### config.mk
export PLATFORM = sky130hd
export DESIGN_NAME = undo_buffer
export DESIGN_NICKNAME = d
export VERILOG_FILES = /design/src/rtl/axa_pkg.sv /design/src/rtl/undo_ram.sv /design/src/rtl/undo_buffer.sv
export SDC_FILE = /design/constraint.sdc
export NUM_CORES = 1
export LEC_CHECK = 0
export ABC_CLOCK_PERIOD_IN_PS = 3300
export BUFFER_PORTS_ARGS = -buffer_cell sky130_fd_sc_hd__buf_2
export CAP_MARGIN = 20
export CORE_MARGIN = 4
export CORE_UTILIZATION = 50
export DETAILED_ROUTE_END_ITERATION = 16
export GPL_ROUTABILITY_DRIVEN = 0
export GPL_TIMING_DRIVEN = 0
export PLACE_DENSITY = 0.69
export SETUP_SLACK_MARGIN = 0.4
export SLEW_MARGIN = 20
export SYNTH_ARGS = -nofsm -noshare
export SYNTH_HDL_FRONTEND = slang
export SYNTH_SLANG_ARGS = --single-unit
### constraint.sdc
create_clock -name clk -period 3.3 [get_ports clk]
set_input_delay 0.66 -clock clk [delete_from_list [all_inputs] [get_ports clk]]
set_output_delay 0.66 -clock clk [all_outputs]
set_load 0.03 [all_outputs]
### src/rtl/axa_pkg.sv
// Shared AXA definitions: word width, undo depth, operand selects
// and the opcode list whose destinations are saved on the undo stack.
package axa_pkg;

  localparam int WORD       = 16;
  localparam int UNDO_DEPTH = 16;

  localparam logic [1:0] SRC_UNDO = 2'b11;

  typedef enum logic [3:0] {
    OP_NOP = 4'h0,
    OP_LHI = 4'h1,
    OP_LLO = 4'h2,
    OP_SHR = 4'h3,
    OP_OR  = 4'h4,
    OP_AND = 4'h5,
    OP_DUP = 4'h6,
    OP_ADD = 4'h7,
    OP_SUB = 4'h8,
    OP_JMP = 4'h9
  } op_e;

  // The ALU stage and the undo stack both decode pushes from this list.
  function automatic logic undo_push_op(input op_e op);
    return op inside {OP_LHI, OP_LLO, OP_SHR,
                      OP_OR, OP_AND, OP_DUP};
  endfunction

endpackage

### src/rtl/undo_ram.sv
// Undo storage: DEPTH x WIDTH, one synchronous write port and one
// combinational read port. Ports: clk, i_we/i_waddr/i_wdata, i_raddr, o_rdata.
module undo_ram #(
  parameter int WIDTH = 16,
  parameter int DEPTH = 16,
  parameter int AW    = $clog2(DEPTH)
) (
  input  logic             clk,
  input  logic             i_we,
  input  logic [AW-1:0]    i_waddr,
  input  logic [WIDTH-1:0] i_wdata,
  input  logic [AW-1:0]    i_raddr,
  output logic [WIDTH-1:0] o_rdata
);

  logic [WIDTH-1:0] r_mem [DEPTH];

  always_ff @(posedge clk) begin
    if (i_we) r_mem[i_waddr] <= i_wdata;
  end

  assign o_rdata = r_mem[i_raddr];

endmodule

### src/rtl/undo_buffer.sv
// LIFO undo ring beside the ALU and register-read stages.
// Ports: clk, reset(async low), clr, push_valid/push_data, pop_req,
// pop_valid/pop_data, underflow, dropped(sticky), count, empty, full.
module undo_buffer
  import axa_pkg::*;
#(
  parameter int WIDTH = WORD,
  parameter int DEPTH = UNDO_DEPTH,
  parameter int CW    = $clog2(DEPTH) + 1
) (
  input  logic             clk,
  input  logic             reset,
  input  logic             clr,
  input  logic             push_valid,
  input  logic [WIDTH-1:0] push_data,
  input  logic             pop_req,
  output logic             pop_valid,
  output logic [WIDTH-1:0] pop_data,
  output logic             underflow,
  output logic             dropped,
  output logic [CW-1:0]    count,
  output logic             empty,
  output logic             full
);

  localparam int AW = $clog2(DEPTH);

  logic [AW-1:0]    r_tp;
  logic [CW-1:0]    r_count;
  logic             r_pop_valid;
  logic [WIDTH-1:0] r_pop_data;
  logic             r_underflow;
  logic             r_dropped;

  logic [AW-1:0]    w_top;
  logic [WIDTH-1:0] w_rdata;
  logic             w_we;
  logic             w_full;
  logic             w_empty;

  assign w_top   = r_tp - AW'(1);
  assign w_full  = (r_count == CW'(DEPTH));
  assign w_empty = (r_count == '0);

  // Same-cycle push+pop is a bypass, so only a lone push writes.
  assign w_we = !clr && push_valid && !pop_req;

  undo_ram #(
    .WIDTH (WIDTH),
    .DEPTH (DEPTH),
    .AW    (AW)
  ) u_ram (
    .clk     (clk),
    .i_we    (w_we),
    .i_waddr (r_tp),
    .i_wdata (push_data),
    .i_raddr (w_top),
    .o_rdata (w_rdata)
  );

  always_ff @(posedge clk or negedge reset) begin
    if (!reset) begin
      r_tp        <= '0;
      r_count     <= '0;
      r_pop_valid <= 1'b0;
      r_pop_data  <= '0;
      r_underflow <= 1'b0;
      r_dropped   <= 1'b0;
    end else begin
      r_pop_valid <= 1'b0;
      r_underflow <= 1'b0;
      if (clr) begin
        r_tp      <= '0;
        r_count   <= '0;
        r_dropped <= 1'b0;
      end else if (push_valid && pop_req) begin
        r_pop_data  <= push_data;
        r_pop_valid <= 1'b1;
      end else if (push_valid) begin
        // A full push overwrites the oldest slot, which is mem[tp].
        r_tp <= r_tp + AW'(1);
        if (w_full) r_dropped <= 1'b1;
        else        r_count   <= r_count + CW'(1);
      end else if (pop_req) begin
        r_pop_valid <= 1'b1;
        if (w_empty) begin
          r_pop_data  <= '0;
          r_underflow <= 1'b1;
        end else begin
          r_pop_data <= w_rdata;
          r_tp       <= w_top;
          r_count    <= r_count - CW'(1);
        end
      end
    end
  end

  assign pop_valid = r_pop_valid;
  assign pop_data  = r_pop_data;
  assign underflow = r_underflow;
  assign dropped   = r_dropped;
  assign count     = r_count;
  assign empty     = w_empty;
  assign full      = w_full;

endmodule

# [Word level (Yosys, flattened, before mapping)]
# Memory sizes are Yosys's and may differ from the RTL's.
# Index checks and enable logic that the tools add are counted.
[classes] addsub=4 eq_ne=5 n_mux=30 bitwise=1 n_reduce_logical=14
[op_table] op="$mux 16" count=4
[op_table] op="$mux 5" count=6
[op_table] op="$mux 4" count=5
[op_table] op="$mux 1" count=15
[op_table] op="$reduce_and 3->1" count=3
[op_table] op="$ne 3x3->1 const B" count=2
[op_table] op="$reduce_bool 2->1" count=3
[op_table] op="$add 5x1->5 const B" count=1
[op_table] op="$eq 5x5->1 const B" count=1
[op_table] op="$logic_not 5->1" count=1
[op_table] op="$sub 5x1->5 const B" count=1
[op_table] op="$add 4x1->4 const B" count=1
[op_table] op="$reduce_and 4->1" count=1
[op_table] op="$sub 4x1->4 const B" count=1
[op_table] op="$logic_and 1x1->1" count=3
[op_table] op="$reduce_bool 3->1" count=1
[op_table] op="$logic_not 1->1" count=2
[op_table] op="$ne 2x1->1 const B" count=1
[op_table] op="$ne 2x2->1 const B" count=1
[op_table] op="$not 1->1" count=1
[totals] ff_bits=28 ram_bits=256 input_bits=21 output_inout_bits=26 mem_count=1
[mem_list] name="u_ram.r_mem" depth=16 word_bits=16 rd=1 rd_ports_with_merged_regs=0 wr=1 line_no="undo_ram.sv:16" rtl="logic [WIDTH-1:0] r_mem [DEPTH];"

# [Depth between registers and ports, before layout]
[logic_depth] ltp_word=6 depth_mapped=11

# [Modules after synthesis]
# From an unflattened synthesis, not the netlist that was laid out.
[hier_totals] hier_cells=591 area_unflattened_um2=11342.1
[by_module_without_submodules] module="undo_ram" n_inst=1 cells_per_inst=416 area_per_inst_um2=9721.8 seq_area_each_um2=7687.4
[by_module_without_submodules] module="undo_buffer" n_inst=1 cells_per_inst=175 area_per_inst_um2=1620.3 seq_area_each_um2=700.7

# [Worst setup path before layout]
# Ideal clock, no wire load.
[synth_path] kind="flip-flop to flip-flop" start="register r_tp[0]" end="register r_pop_data[0] (netlist: pop_data[0])" t_arrival_ns=3.001 path_slack_ns=0.171 stages_incl_launch_ff=11 n_path_buf=3 synth_period_minus_slack_ns=3.129 cell_sequence="dfrtp_1 > buf_2 > clkinv_1 > buf_1 > ha_1 > xor2_4 > buf_6 > mux4_2 > mux2_2 > a21oi_1 > o22ai_1"
[synth_via] elab_chain_cells=6
[synth_rtl] item="start: declaration" line_no="undo_buffer.sv:28" rtl="logic [AW-1:0] r_tp;"
[synth_rtl] item="start signal: assignment" line_no="undo_buffer.sv:81" rtl="r_tp <= r_tp + AW'(1);"
[synth_rtl] item="start signal: assignment" line_no="undo_buffer.sv:91" rtl="r_tp <= w_top;"
[synth_rtl] item="$sub 4x1->4" line_no="undo_buffer.sv:41" rtl="assign w_top = r_tp - AW'(1);"
[synth_rtl] item="$mem_v2 16x16"
[synth_rtl] item="$mux 16" line_no="undo_buffer.sv:86" rtl="if (w_empty) begin"
[synth_rtl] item="$mux 16" line_no="undo_buffer.sv:84" rtl="end else if (pop_req) begin"
[synth_rtl] item="$mux 16" line_no="undo_buffer.sv:79" rtl="end else if (push_valid) begin"
[synth_rtl] item="$mux 16" line_no="undo_buffer.sv:76" rtl="end else if (push_valid && pop_req) begin"
[synth_rtl] item="end signal: assignment" line_no="undo_buffer.sv:77" rtl="r_pop_data <= push_data;"
[synth_rtl] item="end signal: assignment" line_no="undo_buffer.sv:90" rtl="r_pop_data <= w_rdata;"
[synth_rtl] item="end: declaration" line_no="undo_buffer.sv:31" rtl="logic [WIDTH-1:0] r_pop_data;"
# Every way passes these cells. The select of a mux whose other input is x is not followed.
# A chain may end at the register's enable or synchronous reset.

# [Final worst setup path]
[layout_path] start="register r_count[0] (netlist: count[0])" end="output port empty"
[layout_via] elab_chain_cells=1
[layout_rtl] item="start: declaration" line_no="undo_buffer.sv:29" rtl="logic [CW-1:0] r_count;"
[layout_rtl] item="start signal: assignment" line_no="undo_buffer.sv:83" rtl="else r_count <= r_count + CW'(1);"
[layout_rtl] item="start signal: assignment" line_no="undo_buffer.sv:92" rtl="r_count <= r_count - CW'(1);"
[layout_rtl] item="$logic_not 5->1" line_no="undo_buffer.sv:43" rtl="assign w_empty = (r_count == '0);"
[layout_rtl] item="end: declaration" line_no="undo_buffer.sv:22" rtl="output logic empty,"
# Every way passes these cells.

==> metrics.md <==
| Metric | Value |
|---|---|
| Status | `finished, final reports clean` |
| Root buf cell | `clkbuf_16` |
| Vias | `5813` |
| Hold slack final | `150.1 ps` |
| RSZ-0062 raised after global routing | `no` |
| GRT overflow | `0` |
| Placed cells | `917` |
| Max-slew violations | `0` |
| Synth top area cells | `edfxtp_1 68%, mux4_2 12%, dfrtp_1 6.2%` |
| Largest net degree at the start of global routing | `29` |
| Family with the most delay on the worst path | `simple AND/OR/NAND/NOR gates` |
| CTS clk-pin slew, worst paths | `about 60 ps` |
| Die Height | `158.2 um` |
| Row count | `54` |
| Via/cell ratio | `about 6` |
| DR WL/cell | `24.40 um` |
| Initial antenna violation count | `0` |
| Clock Sinks | `284` |
| Crit Reg-Reg Endpoint | `pop_data[8]$_DFFE_PN0P_` |
| Share of layout cells above drive strength 1 | `0.3209` |
| Post-synth top area share | `0.6812` |
| First-pass DRT Iterations | `5` |
| Top fanout value on the critical path | `5` |
| P&R area growth vs syn | `16.91%` |
| Top-count cell post-synth | `edfxtp_1` |
| Max_cap viols | `0` |
| Final instance area | `13190 um^2` |
| Crit path buffers/inverters | `1` |
| Setup_tns | `0 ps` |
| Pwr Density | `734.3 nW/um^2` |
| Crit Path Class | `flip-flop to primary output` |
| Detailed Place HPWL | `16180 um` |
| Fmax | `359.6 MHz` |
| Period utilization | `0.8428` |
| Post-Synthesis Cells | `576` |
| Initial Utilization | `0.5123` |
| Hold Path Class | `input port to asynchronous set/reset pin` |
| Final setup viols | `0` |
| Post-Synthesis Cell Area | `11280 um^2` |
| Fin cells | `975` |
| Async S/R FF share, synth | `0.09859` |
| Post-layout min period | `2781 ps` |
| DRT antenna net count | `0` |
| Arr. time, crit path | `2120 ps` |
| Synth Flop Type | `edfxtp_1` |
| Overall Global Routing Usage | `0.1954` |
| H-Tree Depth | `1` |
| Core Area | `approximately 22000 um^2` |
| FF-to-FF path depth | `11` |
| Slowest stage cell, crit path | `or4_1` |
| Clk_lat worst skew | `550 ps` |
| Net Count, Synth | `606` |
| Flop pwr share | `0.424` |
| Gate power share | `0.255` |
| Drt total wl | `23790 um` |
| Max incr delay on CP | `between 600 and 700 ps` |
| Vias in the first global route | `6020` |
| I/O pin count | `between 40 and 50` |
| Final hold violation count | `0` |
| Leakage power | `4.491 nW` |
| R2r startpoint | `r_tp[0]$_DFFE_PN0P_` |
| # diodes | `0` |
| Die width | `158.2 um` |
| Number of CTS-inserted buffers | `29` |
| Worst Setup SP | `count[0]$_DFFE_PN0P_` |
| Reg2Reg Setup Slack | `520 ps` |
| IO Port Bufs | `45` |
| FF+latch count, synth | `284` |
| Worst Skew | `11.30 ps` |
| Crit end category | `primary output` |
| Cts hold-fix bufs | `0` |
| Switching power | `2.749 mW` |
| First DRT Iteration DRCs | `440` |
| Stages on the worst setup path | `3` |
| Avg Cell Area, Syn | `19.59 um^2` |
| Startpoint types | `flip-flop` |
| Internal power | `6.938 mW` |
| CTS tree | `yes` |
| Post-DP Area | `12140 um^2` |
| Fin nets | `702` |
| Sw Share | `0.2838` |
| Worst slew pin tran | `between 700 and 800 ps` |
| Post-synth top area cell | `edfxtp_1` |
| End of the critical path | `empty` |
| Register area share after synthesis | `0.7433` |
| Post-synth EDFFs | `256` |
| Die area | `~25000 um^2` |
| Worst ir drop on vdd | `405.7 uV` |
| Ys Warns | `0` |
| DRC violations left | `0` |
| First-pass GRT wire length | `36430 um` |
| Synth cell types | `34` |
| Clock network power share | `0.321` |
| Post-synth top cells | `256 x edfxtp_1, 61 x mux4_2, 56 x nor2_1` |
| Rel. slew slack | `0.5046` |
| WP data required | `between 2000 and 3000 ps` |
| CP Cell Sequence | `or4_1, nor2_1, buf_2` |
| Clock Path Buffers | `3` |
[how the worst min path moves through the flow]
stage	to	slack (ps)	depth (start not counted)
finish	pop_data[4]$_DFFE_PN0P_	150	1
global route	pop_data[13]$_DFFE_PN0P_	180	1
CTS	pop_data[4]$_DFFE_PN0P_	150	1
detailed placement	dropped$_DFFE_PN0P_	500	2
global placement	pop_data[14]$_DFFE_PN0P_	480	2
floorplan	count[0]$_DFFE_PN0P_	360	0
[cell usage in the layout, fill, tap and decap left out, drive strengths merged]
master	instances
mux2	15
or3	2
and4	1
buf	79
ha	8
o211ai	1
or4	1
fa	1
edfxtp	256
inv	7
clkinvlp	1
o21ai	1
mux2i	19
nand2b	4
clkinv	15
nor3	5
xnor2	6
bufinv	2
a21o	2
xor2	4
nand3	1
clkbuf	52
a221oi	1
mux4	65
nand2	7
o22ai	15
a21oi	38
nor2	56
dfrtp	28
nor4	1
o21a	1
[state kept, by name, summed over array words and instances, names as in the netlist]
signal,cells
count,5
dropped,1
pop_data,16
pop_valid,1
r_tp,4
u_ram.r_mem,256
underflow,1
[power groups by stage]
| stage | registers, mW | logic (mW) | clock network [mW] |
|---|---|---|---|
| 2_1_floorplan | 4.28 | 1.56 | 0 |
| 3_3_place_gp | 4.17 | 2.26 | 0 |
| 3_5_place_dp | 4.18 | 2.34 | 0 |
| 4_1_cts | 4.10 | 2.45 | 3.15 |
| 5_1_grt | 4.11 | 2.64 | 3.30 |
| 6_report | 4.11 | 2.47 | 3.11 |
[cell type report]
class	count	area, um^2
Multi-Input combinational cell	255	2824
Timing Repair Buffer	65	466.7
Inverter	6	27.53
Buffer	31	225.2
Fill cell	1558	8833
Clock inverter	19	161.4
Sequential cell	284	8389
Clock buffer	35	748.2
Tap cell	280	350.3
[kinds of logic (layout without fill, tap and decap cells)]
logic type | Yosys count | count (layout) | synth area share
flops | 284 | 284 | 0.7433
mux | 99 | 99 | 0.1629
simple gates | 78 | 78 | 0.02894
compound gates | 59 | 59 | 0.02905
buf+inv | 37 | 156 | 0.01574
xor+xnor | 10 | 10 | 0.009425
fa+ha+maj | 9 | 9 | 0.01064
[layer usage]
metal,routed length [um],global-route usage,share of wire
met5,0,0,0
met4,678,0.05443,0.029
met3,1230,0.02624,0.052
met2,11940,0.3271,0.50
met1,9940,0.2741,0.42
[per-stage QoR]
stage,util,power [mW],worst slack (ps)
5_1_grt,0.5990,10.06,406.9
2_1_floorplan,-,5.842,438.2
3_5_place_dp,0.5511,6.519,-466.9
3_3_place_gp,0.5396,6.432,-382.9
6_report,0.5990,9.687,518.9
4_1_cts,0.5974,9.708,415.9
[timing repair]
item / 4_1_cts / 5_1_grt
cloned: 0 / 0
resized for setup: 25 / 5
endpoints found under the setup margin: 17 / 16
buffers inserted: 3 / 1
(Power assumes the default switching activity.)
